**config.mk**
```make
export PLATFORM = sky130hd
export DESIGN_NAME = mem_arbiter
export DESIGN_NICKNAME = d
export VERILOG_FILES = /design/src/rtl/mem_arbiter_pkg.sv /design/src/rtl/rr_arb2.sv /design/src/rtl/mem_arbiter.sv
export SDC_FILE = /design/constraint.sdc
export NUM_CORES = 1
export LEC_CHECK = 0
export BUFFER_PORTS_ARGS = -buffer_cell sky130_fd_sc_hd__buf_4
export CORE_UTILIZATION = 25
export CTS_BUF_LIST = sky130_fd_sc_hd__clkbuf_16
export DETAILED_ROUTE_END_ITERATION = 7
export GPL_TIMING_DRIVEN = 0
export PLACE_DENSITY_LB_ADDON = 0.25
export SYNTH_ARGS = -nofsm -noshare
export SYNTH_HDL_FRONTEND = slang
export SYNTH_SLANG_ARGS = --single-unit
```
**constraint.sdc**
```tcl
create_clock -name i_clk -period 1.3 [get_ports i_clk]
set_input_delay 0.13 -clock i_clk [delete_from_list [all_inputs] [get_ports i_clk]]
set_output_delay 0.13 -clock i_clk [all_outputs]
set_load 0.005 [all_outputs]
```
**src/rtl/mem_arbiter_pkg.sv**
```systemverilog
// rtl/mem_arbiter_pkg.sv - shared widths, sequencer states and parked-bus constants
package mem_arbiter_pkg;

  localparam int ADDR_W_DEF = 3;
  localparam int DATA_W_DEF = 8;

  // Fixed four-step access sequence
  typedef enum logic [1:0] {
    ST_IDLE = 2'd0,
    ST_BUS  = 2'd1,
    ST_WAIT = 2'd2,
    ST_DONE = 2'd3
  } state_t;

  // Bus value while no access is in flight: read strobe, RAM selected, zero address/data
  localparam logic PARK_RW = 1'b1;
  localparam logic PARK_CS = 1'b0;

  // A write aimed at ROM is never allowed onto the bus as a write
  function automatic logic is_rom_write(input logic rw, input logic cs);
    return cs & ~rw;
  endfunction

endpackage

```
**src/rtl/rr_arb2.sv**
```systemverilog
// rtl/rr_arb2.sv - two-input round-robin grant with alternating priority
module rr_arb2 (
  input  logic i_clk,
  input  logic i_rst_n,
  input  logic i_req0,
  input  logic i_req1,
  input  logic i_en,
  output logic o_valid,
  output logic o_idx
);

  logic r_prio;

  // Grant the lone requester, or the prio port when both ask
  always_comb begin
    o_valid = i_req0 | i_req1;
    if (i_req0 & i_req1) begin
      o_idx = r_prio;
    end else begin
      o_idx = i_req1;
    end
  end

  // Priority moves to the port that lost (or did not take) each grant
  always_ff @(posedge i_clk or negedge i_rst_n) begin
    if (!i_rst_n) begin
      r_prio <= 1'b0;
    end else if (i_en && o_valid) begin
      r_prio <= ~o_idx;
    end
  end

endmodule

```
**src/rtl/mem_arbiter.sv**
```systemverilog
// rtl/mem_arbiter.sv - two-port arbiter and 4-state access sequencer for the RAM/ROM block
module mem_arbiter
  import mem_arbiter_pkg::*;
#(
  parameter int ADDR_W = ADDR_W_DEF,
  parameter int DATA_W = DATA_W_DEF
) (
  input  logic              i_clk,
  input  logic              i_rst_n,
  input  logic              i_req0,
  input  logic [ADDR_W-1:0] i_addr0,
  input  logic              i_rw0,
  input  logic              i_cs0,
  input  logic [DATA_W-1:0] i_wdata0,
  input  logic              i_req1,
  input  logic [ADDR_W-1:0] i_addr1,
  input  logic              i_rw1,
  input  logic              i_cs1,
  input  logic [DATA_W-1:0] i_wdata1,
  output logic              o_ack0,
  output logic              o_ack1,
  output logic              o_err0,
  output logic              o_err1,
  output logic [DATA_W-1:0] o_rdata,
  output logic [ADDR_W-1:0] o_mem_addr,
  output logic              o_mem_rw,
  output logic              o_mem_cs,
  output logic [DATA_W-1:0] o_mem_wdata,
  input  logic [DATA_W-1:0] i_mem_rdata
);

  state_t              r_state;
  logic                r_gnt;
  logic                r_rom_wr;

  logic                w_arb_en;
  logic                w_gnt_valid;
  logic                w_gnt_idx;
  logic [ADDR_W-1:0]   w_addr;
  logic                w_rw;
  logic                w_cs;
  logic [DATA_W-1:0]   w_wdata;

  assign w_arb_en = (r_state == ST_IDLE);

  rr_arb2 u_arb (
    .i_clk   (i_clk),
    .i_rst_n (i_rst_n),
    .i_req0  (i_req0),
    .i_req1  (i_req1),
    .i_en    (w_arb_en),
    .o_valid (w_gnt_valid),
    .o_idx   (w_gnt_idx)
  );

  // Select the winning requester's transaction fields
  always_comb begin
    w_addr  = w_gnt_idx ? i_addr1  : i_addr0;
    w_rw    = w_gnt_idx ? i_rw1    : i_rw0;
    w_cs    = w_gnt_idx ? i_cs1    : i_cs0;
    w_wdata = w_gnt_idx ? i_wdata1 : i_wdata0;
  end

  // Sequencer: the bus registers double as the transaction latch through BUS and WAIT
  always_ff @(posedge i_clk or negedge i_rst_n) begin
    if (!i_rst_n) begin
      r_state     <= ST_IDLE;
      r_gnt       <= 1'b0;
      r_rom_wr    <= 1'b0;
      o_ack0      <= 1'b0;
      o_ack1      <= 1'b0;
      o_err0      <= 1'b0;
      o_err1      <= 1'b0;
      o_rdata     <= '0;
      o_mem_addr  <= '0;
      o_mem_rw    <= PARK_RW;
      o_mem_cs    <= PARK_CS;
      o_mem_wdata <= '0;
    end else begin
      o_ack0 <= 1'b0;
      o_ack1 <= 1'b0;
      o_err0 <= 1'b0;
      o_err1 <= 1'b0;
      case (r_state)
        ST_IDLE: begin
          if (w_gnt_valid) begin
            r_gnt       <= w_gnt_idx;
            r_rom_wr    <= is_rom_write(w_rw, w_cs);
            o_mem_addr  <= w_addr;
            o_mem_rw    <= w_rw | w_cs;
            o_mem_cs    <= w_cs;
            o_mem_wdata <= w_wdata;
            r_state     <= ST_BUS;
          end
        end
        ST_BUS: begin
          // Write strobe ends here; the same location is read back in WAIT
          o_mem_rw <= 1'b1;
          r_state  <= ST_WAIT;
        end
        ST_WAIT: begin
          o_rdata     <= i_mem_rdata;
          o_ack0      <= ~r_gnt;
          o_ack1      <= r_gnt;
          o_err0      <= ~r_gnt & r_rom_wr;
          o_err1      <= r_gnt & r_rom_wr;
          o_mem_addr  <= '0;
          o_mem_rw    <= PARK_RW;
          o_mem_cs    <= PARK_CS;
          o_mem_wdata <= '0;
          r_state     <= ST_DONE;
        end
        ST_DONE: begin
          r_state <= ST_IDLE;
        end
        default: begin
          r_state <= ST_IDLE;
        end
      endcase
    end
  end

endmodule

```
==> flow_summary_export.csv <==
group,metric,value,unit
sta,drv_slew,0,
power_and_ir_drop,internal-power,3.50,mW
layout,fin_area,2330,µm²
setup_path,critPathCaptureType,"flop",
power_and_ir_drop,swShare,0.320,
flow_run,maxCapViolations,0,
layout,diodes,0,
setup_path,start_kind,"flop",
setup_path,crit_fanout,5,
logic_synthesis,ys_warn_count,0,
logic_synthesis,yosys.area.top_type,"dfrtp_1",
sta,relSlewSlack,0.737,
placed_design,io_buffers,62,
cts,clk_latency,0.27,ns
logic_synthesis,syn-cell-area,1390,µm²
sta,min_period,1.37,ns
floorplanning,dieArea,5840,µm²
layout,area_growth,68.6,%
floorplanning,fp.coreArea,5200,µm²
power_and_ir_drop,cellLeakagePower,1.14,nW
cts,cts.path.max_buffers,2,
layout,fillCellCount,518,
layout,seq_area,752,µm²
drt,wirelength,3.41,mm
sta,worstMarginPinSlew,0.394,ns
global_routing,grt_pass1_wl,5.70,mm
floorplanning,io_pins,63,
layout,multi_input_area,684,µm²
cts,cts.reportedPaths.clkPinSlew,0.05,ns
power_and_ir_drop,switchingPower,1.65,mW
drt,drt-initial-drc-count,26,
sta,finalClockSkew,0.00341,ns
logic_synthesis,synthCells,115,
floorplanning,start_util,0.266,
cts,cts_root_buf,"clkbuf_16",
worst_hold_path,worstHoldPathType,"input port to flop",
setup_path,ff2ff_path_depth,7,
run_status,outcome,"finished, violations left",
sta,setup_viol,14,
placed_design,placed_area,1950,µm²
logic_synthesis,yosys.cell_types.count,27,
drt,vias_per_cell,4.25,
power_and_ir_drop,ir_drop,1.00,mV
power_and_ir_drop,p_comb_frac,0.504,
global_routing,grt_pass1_vias,1252,
logic_synthesis,synth-main-ff-cell,"dfrtp_1",
worst_hold_path,hold-path-cell-count,2,
layout,final_cell_mix,"buf_4, dfrtp_1, nand2_2, o21ai_2",
power_and_ir_drop,seqPwrFrac,0.295,
power_and_ir_drop,p_clk_frac,0.201,
sta,clock.fmax,728,MHz
layout,drive_above_1_share,0.663,
drt,via_count,1131,
floorplanning,die_x,76.4,µm
setup_path,cp.arrival,1.57,ns
logic_synthesis,ys_top_cells_by_area,"dfrtp_1, mux2i_1, mux2_2",
sta,fin_setup_tns,-0.810,ns
setup_path,path_class,"flop to flop",
power_and_ir_drop,power_density,2210,nW/µm²
cts,cts_sinks,30,
setup_path,cp.required,1.50,ns
sta,worst_slack,-0.0730,ns
placed_design,gp_congestion,0.712,
logic_synthesis,synthArstFlopShare,1.00,
cts,tritoncts.num_buffers,5,
global_routing,grt_usage,0.124,
drt,drc,0,
logic_synthesis,yosysSeqAreaShare,0.543,
global_routing,grt_antenna_before_repair,0,
floorplanning,num_rows,26,
drt,first_pass_iters,3,
drt,wl_per_cell,12.8,µm
drt,drtAntennaViolNets,0,
layout,layout_commonest_cell,"buf_4",
layout,nets,237,
sta,finalCritPeriodShare,1.06,
sta,rsz0062_at_grt,"true",
logic_synthesis,synth-edff-count,0,
global_routing,grt_overflow,0,
logic_synthesis,syn_avg_cell_area,12.0,µm²
placed_design,dp_hpwl,2.29,mm
sta,hold_violations,0,
cts,cts_tree,"built",
logic_synthesis,synth_top_area_share,0.524,
cts,h-tree-depth,2,
global_routing,grt_max_degree,31,
run_status,violations,"negative setup slack",
logic_synthesis,ys_seq_elements,30,
logic_synthesis,syn_nets,156,
floorplanning,die_h,76.4,µm
==> critical path: stages, from the launching register on <==
cell      delay [ns]
dfrtp_1         0.37
inv_2           0.12
ha_4            0.17
nor3b_4         0.19
o21bai_4        0.19
buf_6           0.17
nand2_2         0.05
o21ai_2         0.05
==> what timing repair did <==
item                                   in CTS  in global routing
gates resized for setup                    22                 20
setup endpoints to repair                  25                 22
hold buffers                                1                  0
endpoints found under the hold margin      29                  0
cloned                                      2                  0
pin swaps                                  10                  3
buffers inserted                            7                  3
==> through the flow <==
stage / total power, mW / util / instances / setup slack (ns) / hold slack [ns]
final: 5.15 / 0.449 / 266 / -0.0730 / 0.0896
after detailed placement: 3.43 / 0.375 / 247 / -0.314 / 0.0925
after CTS: 4.98 / 0.431 / 264 / -0.141 / 0.0836
after global placement: 3.39 / 0.375 / 247 / -0.313 / 0.0922
after floorplan: 2.65 / - / 115 / -0.150 / -0.166
after global routing: 5.54 / 0.449 / 266 / -0.150 / 0.0891
==> worst paths after layout <==
path	startpoint	endpoint	slack (ns)
setup / recovery	r_state[0]	o_mem_wdata[3]	-0.07
hold / removal	i_mem_rdata[6]	o_rdata[6]	0.09
setup reg to reg	r_state[0]	o_mem_wdata[3]	-0.07
hold reg to reg	o_mem_wdata[4]	o_mem_wdata[4]	0.48
max in group asynchronous	i_rst_n	o_mem_rw	0.63
min in group asynchronous	i_rst_n	o_ack1	0.35
==> per-layer routing <==
layer | up-vias | track usage | part of all wire
met5 | - | 0 | 0
met4 | 0 | 0.0404 | 0.010
met3 | 5 | 0.0455 | 0.073
met2 | 45 | 0.204 | 0.46
met1 | 528 | 0.150 | 0.45
li1 | 553 | - | -
==> synthesized netlist by cell type, types with 2 or more instances <==
| library cell | count |
|---|---|
| nand2_1 | 18 |
| a21oi_1 | 2 |
| a32o_1 | 2 |
| mux2i_1 | 12 |
| inv_1 | 4 |
| dfrtp_1 | 29 |
| nor2b_1 | 2 |
| o21ai_0 | 3 |
| nor2_1 | 4 |
| mux2_2 | 8 |
| ha_1 | 3 |
| o21ai_2 | 10 |
| buf_6 | 3 |
| o21ai_1 | 2 |
==> registers in the layout (all words and copies together) (netlist names) <==
| name | cells |
|---|---|
| o_rdata | 8 |
| r_rom_wr | 1 |
| o_mem_cs | 1 |
| o_mem_wdata | 8 |
| o_ack1 | 1 |
| r_state | 2 |
| o_err1 | 1 |
| u_arb.r_prio | 1 |
| r_gnt | 1 |
| o_err0 | 1 |
| o_mem_rw | 1 |
| o_mem_addr | 3 |
| o_ack0 | 1 |
==> layout make-up <==
class                           instances  share of cell area
Sequential cell                        30               0.322
Multi-Input combinational cell         76               0.293
Timing Repair Buffer                   75               0.256
Clock buffer                            5              0.0536
Tap cell                               70              0.0375
Buffer                                  4              0.0284
Inverter                                4             0.00643
Clock inverter                          2             0.00322
==> kinds of logic after synthesis <==
group	share of synthesized area
AND/OR/NAND/NOR	0.112
flip-flops	0.543
AO/OA/AOI/OAI	0.122
multiplexers	0.152
buffers and inverters	0.0443
adder cells (fa/ha/maj)	0.0271
==> power groups by stage <==
stage          Combinational, mW  Clock, mW  Sequential [mW]
2_1_floorplan               1.13          0             1.52
3_3_place_gp                1.89          0             1.51
3_5_place_dp                1.91          0             1.52
4_1_cts                     2.38       1.08             1.52
5_1_grt                     2.84       1.12             1.58
6_report                    2.60       1.03             1.52
No activity file was read; power rests on OpenSTA's default activity.
